[src/rtl/mbist_bg_sequencer.sv]
// mbist_bg_sequencer
// ------------------
// MBIST data-background generator and sequencer. Steps through the enabled
// background patterns (BG_MASK) under a start / bg_next / done handshake and
// produces the registered write/expected data word for the march datapath.
// A manual mode selects the pattern directly, using the legacy background
// decoder encodings 0..5 plus two new row-checkerboard patterns 6 and 7.
//
// Handshake: start and bg_next are single-cycle pulses sampled on the rising
// edge. start is accepted only in IDLE. bg_next is accepted only in ACTIVE,
// where it takes priority over a simultaneous start. done is high for exactly
// the one cycle spent in DONE.
//
// Ports:
//   clk        system clock, rising edge
//   rst        synchronous active-high reset
//   start      pulse: begin the automatic sequence when idle
//   bg_next    pulse: current background finished
//   inv        invert the generated pattern (march w1/r1 elements)
//   addr       current memory address (bit 0 drives the checkerboard)
//   man_en     manual mode: pattern comes from man_sel
//   man_sel    manual background index
//   busy       high in ACTIVE and DONE
//   bg_valid   high in ACTIVE, bg_idx meaningful
//   bg_idx     current sequenced background index
//   done       one-cycle pulse after the last enabled background
//   data_t     registered background data word (latency 1)
//   fsm_state  debug view of the sequencer state (0 idle, 1 active, 2 done)

module mbist_bg_sequencer #(
  parameter int          DATA_W  = 8,
  parameter int          ADDR_W  = 4,
  parameter logic [7:0]  BG_MASK = 8'hFF
) (
  input  logic              clk,
  input  logic              rst,
  input  logic              start,
  input  logic              bg_next,
  input  logic              inv,
  input  logic [ADDR_W-1:0] addr,
  input  logic              man_en,
  input  logic [2:0]        man_sel,
  output logic              busy,
  output logic              bg_valid,
  output logic [2:0]        bg_idx,
  output logic              done,
  output logic [DATA_W-1:0] data_t,
  output logic [1:0]        fsm_state
);

  typedef enum logic [1:0] {
    S_IDLE   = 2'd0,
    S_ACTIVE = 2'd1,
    S_DONE   = 2'd2
  } state_t;

  state_t      state;
  state_t      state_nx;
  logic [2:0]  idx_nx;
  logic [2:0]  first_idx;
  logic [2:0]  next_idx;
  logic        has_next;
  logic [2:0]  sel;
  logic [DATA_W-1:0] p_alt;
  logic [DATA_W-1:0] p_half;
  logic [DATA_W-1:0] pat;

  // Only addr[0] selects the checkerboard phase; upper bits are ignored.
  logic unused_addr;
  assign unused_addr = ^addr;

  // Lowest enabled index, and the next enabled index above bg_idx.
  // Scanning downward lets the last hit be the smallest qualifying index.
  always_comb begin
    first_idx = 3'd0;
    next_idx  = bg_idx;
    has_next  = 1'b0;
    for (int j = 7; j >= 0; j--) begin
      if (BG_MASK[j]) begin
        first_idx = 3'(j);
        if (3'(j) > bg_idx) begin
          next_idx = 3'(j);
          has_next = 1'b1;
        end
      end
    end
  end

  always_comb begin
    state_nx = state;
    idx_nx   = bg_idx;
    case (state)
      S_IDLE: begin
        if (start) begin
          if (BG_MASK != 8'd0) begin
            state_nx = S_ACTIVE;
            idx_nx   = first_idx;
          end else begin
            state_nx = S_DONE;
          end
        end
      end
      S_ACTIVE: begin
        if (bg_next) begin
          if (has_next) idx_nx = next_idx;
          else          state_nx = S_DONE;
        end
      end
      S_DONE: begin
        state_nx = S_IDLE;
        idx_nx   = 3'd0;
      end
      default: begin
        state_nx = S_IDLE;
        idx_nx   = 3'd0;
      end
    endcase
  end

  always_ff @(posedge clk) begin
    if (rst) begin
      state  <= S_IDLE;
      bg_idx <= 3'd0;
    end else begin
      state  <= state_nx;
      bg_idx <= idx_nx;
    end
  end

  // Pattern generator. p_alt is 1 on odd bits, p_half on the upper half.
  always_comb begin
    sel = man_en ? man_sel : bg_idx;
    for (int i = 0; i < DATA_W; i++) begin
      p_alt[i]  = i[0];
      p_half[i] = (i >= DATA_W / 2);
    end
    case (sel)
      3'd0:    pat = p_alt;
      3'd1:    pat = ~p_alt;
      3'd2:    pat = p_half;
      3'd3:    pat = ~p_half;
      3'd4:    pat = '0;
      3'd5:    pat = '1;
      3'd6:    pat = p_alt ^ {DATA_W{addr[0]}};
      default: pat = ~(p_alt ^ {DATA_W{addr[0]}});
    endcase
  end

  always_ff @(posedge clk) begin
    if (rst)                             data_t <= '0;
    else if (man_en || state == S_ACTIVE) data_t <= pat ^ {DATA_W{inv}};
    else                                  data_t <= '0;
  end

  assign busy      = (state == S_ACTIVE) || (state == S_DONE);
  assign bg_valid  = (state == S_ACTIVE);
  assign done      = (state == S_DONE);
  assign fsm_state = state;

endmodule

[config.mk]
export PLATFORM = sky130hd
export DESIGN_NAME = mbist_bg_sequencer
export DESIGN_NICKNAME = d
export VERILOG_FILES = /design/src/rtl/mbist_bg_sequencer.sv
export SDC_FILE = /design/constraint.sdc
export NUM_CORES = 1
export LEC_CHECK = 0
export BUFFER_PORTS_ARGS = -buffer_cell sky130_fd_sc_hd__buf_2
export CORE_MARGIN = 2
export CORE_UTILIZATION = 43
export DETAILED_ROUTE_END_ITERATION = 7
export PLACE_DENSITY = 0.81
export SYNTH_ARGS = -nofsm -noshare
export SYNTH_HDL_FRONTEND = slang
export SYNTH_SLANG_ARGS = --single-unit
export TNS_END_PERCENT = 1
[constraint.sdc]
create_clock -name clk -period 1.83 [get_ports clk]
set_input_delay 0.366 -clock clk [delete_from_list [all_inputs] [get_ports clk]]
set_output_delay 0.366 -clock clk [all_outputs]
set_load 0.05 [all_outputs]
* Yosys cells after proc, flatten, opt, wreduce, memory -nomap -nowiden
Cells that the tools add are included.
** Operators by class
- $lt $le $gt $ge :: 8
- Bitwise operators :: 4
- Mux-type cells :: 26
- Reduce and logical (&&, ||, !) cells :: 7
- Equality and inequality tests :: 13
** Operators with widths (count)
- case mux 8 bit (7 select lines) :: 1
- 2-to-1 mux 3 bit :: 12
- > comparator 3 bit, first input constant :: 4
- == test 3 bit, second input constant :: 3
- != test 9 x 1 -> 1 bit, second input constant :: 1
- 2-to-1 mux 1 bit :: 8
- NOT 8 bit :: 1
- bitwise XOR 8 bit :: 1
- == test 3 x 2 -> 1 bit, second input constant :: 2
- > comparator 1 x 3 -> 1 bit, first input constant :: 2
- > comparator 2 x 3 -> 1 bit, first input constant :: 2
- 2-to-1 mux 2 bit :: 3
- != test 2 bit, second input constant :: 3
- case mux 3 bit (2 select lines) :: 1
- NOT 4 bit :: 1
- case mux 2 bit (2 select lines) :: 1
- AND reduction 4 bit :: 1
- == test 3 x 1 -> 1 bit, second input constant :: 1
- zero test 3 bit :: 1
- AND reduction 3 bit :: 1
- == test 2 x 1 -> 1 bit, second input constant :: 1
- == test 2 bit, second input constant :: 1
- zero test 2 bit :: 1
- logical OR 1 bit :: 2
- 3 further kinds :: 3
** Storage, ports and cells
- Output and inout port bits :: 16
- Word-level logic and storage cells :: 61
- Register bits :: 13
- Input bits :: 13

* Depth between registers and ports, before layout
- Word-level depth :: 12
- Depth in mapped cells :: 6
- Mapped depth without buffers :: 6

* Worst setup path after synthesis
OpenSTA, ideal clock, no wires.
- Kind :: flip-flop to flip-flop
- Start point :: reg state[1] (netlist: fsm_state[1])
- End point :: reg state[1] (netlist: fsm_state[1])
- Library setup time :: 0.078 ns
- Period minus slack after synthesis :: 1.955 ns
- Slack :: -0.125 ns
- Arrival :: 1.877 ns
- Cell stages (with the launch flop) :: 7
- Buffers on the path :: 0
- Data required time :: 1.752 ns
- Path through :: dfxtp_1 -> inv_1 -> ha_1 -> nor2b_1 -> nor3_1 -> a21oi_1 -> nor3_1
** Between the ends
- Cells in the longest elaborated chain, start to end :: 3
- Elaborated cells on any way between the ends :: 7
- Classes of those cells :: eq/ne: 4; mux: 1; reduce/logical: 2
** Ends and longest elaborated chain
- start, declared :: RTL line 57 : state_t state;
- start signal, assigned :: RTL line 125 : state <= state_nx;
- == test 2 x 1 -> 1 bit (*)
- net bg_valid :: RTL line 44 : output logic bg_valid,
- != test 2 bit (no line)
- AND reduction 3 bit (no line)
The timed path passes the listed nets; every way through them passes the cells marked *.
A chain may end at the register's enable or synchronous reset.

* Worst setup path in the final report
- Start point :: reg state[1] (netlist: fsm_state[1])
- End point :: out bg_valid
** Between the ends
- Cells in the longest elaborated chain, start to end :: 1
** Ends and longest elaborated chain
- == test 2 x 1 -> 1 bit :: RTL line 156 : assign bg_valid = (state == S_ACTIVE);
- end, declared :: RTL line 44
No other way between the ends.

==> summary.md <==
| Metric | Value |
|---|---|
| Post-DP Area | between 600 and 700 µm² |
| Commonest cells after routing, fill and taps aside | buf_2 (25), dfxtp_1 (8), a21oi_1 (7), nor3_1 (6) |
| Synth area leaders | dfxtp_1 (32%), ha_1 (8.8%), a21oi_1 (6.2%), nor3_1 (5.3%), buf_4 (5.3%) |
| Num CTS Buffers | 3 |
| Worst-path clk slew | around 0.070 ns |
| Worst vdd ir | 0.570 mV |
| Fin nets | 109 |
| Sw Ratio | 0.416 |
| Initial antenna violation count | 0 |
| Pwr Density | between 800 and 900 nW/µm² |
| TNS Setup | 0 ns |
| Netlist Area Pre-Place | 569 µm² |
| Die Wd | 40.4 µm |
| Gate power share | 0.397 |
| Post-synthesis net count | 84 |
| Post-synthesis cell count | 67 |
| Final min period | 1.64 ns |
| Area of the multi-input gates | 339 µm² |
| Core ar. | around 1300 µm² |
| Status | finished clean |
| Max-slew headroom | 0.766 |
| Commonest non-fill, non-tap cell in the layout | buf_2 |
| Clk buf depth | 2 |
| Clock Latency Late Sink | 0.27 ns |
| Gpl congestion | 0.733 |
| DR vias/cell | between 5 and 6 |
| Worst clock skew | roughly 0.0095 ns |
| Critical Path RT | 1.46 ns |
| Number of H-tree levels | 1 |
| IO Count | 29 |
| Die Y | 40.4 µm |
| Internal | 0.366 mW |
| Register area | about 180 µm² |
| Detailed Routing Iterations Pass 1 | 4 |
| Final period util | 0.894 |
| CTS Sinks | 9 |
| Clock root buffer | clkbuf_4 |
| Synth warn | 0 |
| Post_cts resized | 0 |
| Largest net degree at the start of global routing | 9 |
| Total GRT Usage | 0.170 |
| Placed Instances | 102 |
| Vias post-DR | between 500 and 600 |
| Final worst slack | ~0.2 ns |
| Diodes inserted | 0 |
| Crit path launch type | flip-flop |
| Dpl ws | 0.226 ns |
| Max Cap Viol | 0 |
| Area delta synth->final | 23.3% |
| Post-Route WL | 1180 µm |
| WP data arrival | roughly 1.3 ns |
| Count of different cell masters after synthesis | 24 |
| Hold Vio Cnt, Final | 0 |
| Iter 0 DRT Violations | 4 |
| Hold Buf Count CTS | 0 |
| Reg power frac | 0.354 |
| First-pass GRT wire length | 1770 µm |
| Die area | 1630 µm² |
| Fillers | 122 |
| Final setup viols | 0 |
| Pleak | 0.328 nW |
| Hold WC Path Type | in2reg |
| Fin area | 702 µm² |
| RSZ-0062 raised after global routing | no |
| Grt total ovfl | 0 |
| CTS tree | yes |
| Post-DP HPWL | 892 µm |
| Final Core Density | 0.553 |
| Setup repair bufs after CTS | 0 |
| Layout cells sized above 1 | 0.363 |
| PortBufs | 25 |
| Row count | 13 |
| Clock network fraction of total power | 0.249 |
| Avg Cell Area, Syn | between 8 and 9 µm² |
| Antenna-violating nets left | 0 |
| Kind of critical path | reg2out |
| Yosys reg bits | 9 |
| Vias in the first global route | 432 |
| Highest Clock Rate | 0.612 GHz |
| Worst-Margin Slew | between 0.3 and 0.4 ns |
| Cell taking the most area after synthesis | dfxtp_1 |
| Post-Layout Cell Count | around 110 |
| Worst Setup End Kind | primary output |
| Starting density of the core | 0.449 |
| Residual DRC | 0 |
| Slew Viols, Final | 0 |
| Yosys top cell area share | 0.316 |
| Wire per inst | 11.2 µm |
| CP Max Fanout | 7 |
| Psw | between 0.2 and 0.3 mW |
| Post-synthesis sequential area ratio | 0.316 |
## final timing paths
| path | from | end | slack, ns | cells past startpoint |
|---|---|---|---|---|
| worst min-delay path | rst | fsm_state[0] | 0.33 | 2 |
| worst max-delay path | fsm_state[1] | bg_valid | 0.19 | 3 |
| worst min register to register | fsm_state[1] | fsm_state[1] | 0.53 | 2 |
| worst max register to register | fsm_state[0] | fsm_state[0] | 0.21 | 6 |
## final cells by class
class | instances | area share
well taps | 15 | 0.0267
multi-input cells | 50 | 0.483
clock buffers | 4 | 0.0374
flip-flops and latches | 9 | 0.258
inverters | 3 | 0.0160
repair buffers | 25 | 0.178
## per-layer routing
| layer | global-route usage | up-vias | part of all wire |
|---|---|---|---|
| li1 | - | 279 | - |
| met1 | 0.164 | 241 | 0.40 |
| met2 | 0.310 | 29 | 0.49 |
| met3 | 0.106 | 0 | 0.11 |
| met4 | 0.0250 | 0 | 0 |
| met5 | 0 | - | 0 |
## logic make-up after synthesis
group,Yosys count,share of synthesized area
AND/OR/NAND/NOR,23,0.211
AO/OA/AOI/OAI,16,0.156
flip-flops,9,0.316
XOR/XNOR,4,0.0747
adder cells (fa/ha/maj),4,0.0879
buffers and inverters,8,0.0923
multiplexers,3,0.0615
## critical path, cell delays in order, from the launching register on
cell and delay, ns:
dfxtp_2 0.34, inv_1 0.11, ha_2 0.27, buf_2 0.29
## synth_stat cells
cell type  number
dfxtp_1         9
a21oi_1         7
nor3_1          6
buf_4           4
ha_1            4
nor2_1          4
o21ai_0         4
a31oi_1         3
inv_1           3
nand2_1         3
nor2b_1         3
nand3_1         2
o21bai_1        2
or3_1           2
xnor2_1         2
buf_6           1
mux2_2          1
mux2i_1         1
mux2i_2         1
nand2b_1        1
nand4b_1        1
nor3b_1         1
xnor2_2         1
xor2_1          1
## sequential cells by signal (all words and copies together) (netlist names)
register   cells
data_t         4
bg_idx         3
fsm_state      2
## through the flow
step / total power, mW / hold slack, ns
floorplan: 0.435 / 0.435
global placement: 0.470 / 0.519
detailed placement: 0.475 / 0.518
CTS: 0.636 / 0.321
global route: 0.673 / 0.331
finish: 0.627 / 0.335
## power groups by stage
stage	sequential, mW	clock [mW]	combinational [mW]
finish	0.222	0.156	0.249
global route	0.225	0.179	0.269
CTS	0.222	0.164	0.249
detailed placement	0.226	0	0.249
global placement	0.225	0	0.245
floorplan	0.277	0	0.158
No activity file was read; power rests on OpenSTA's default activity.
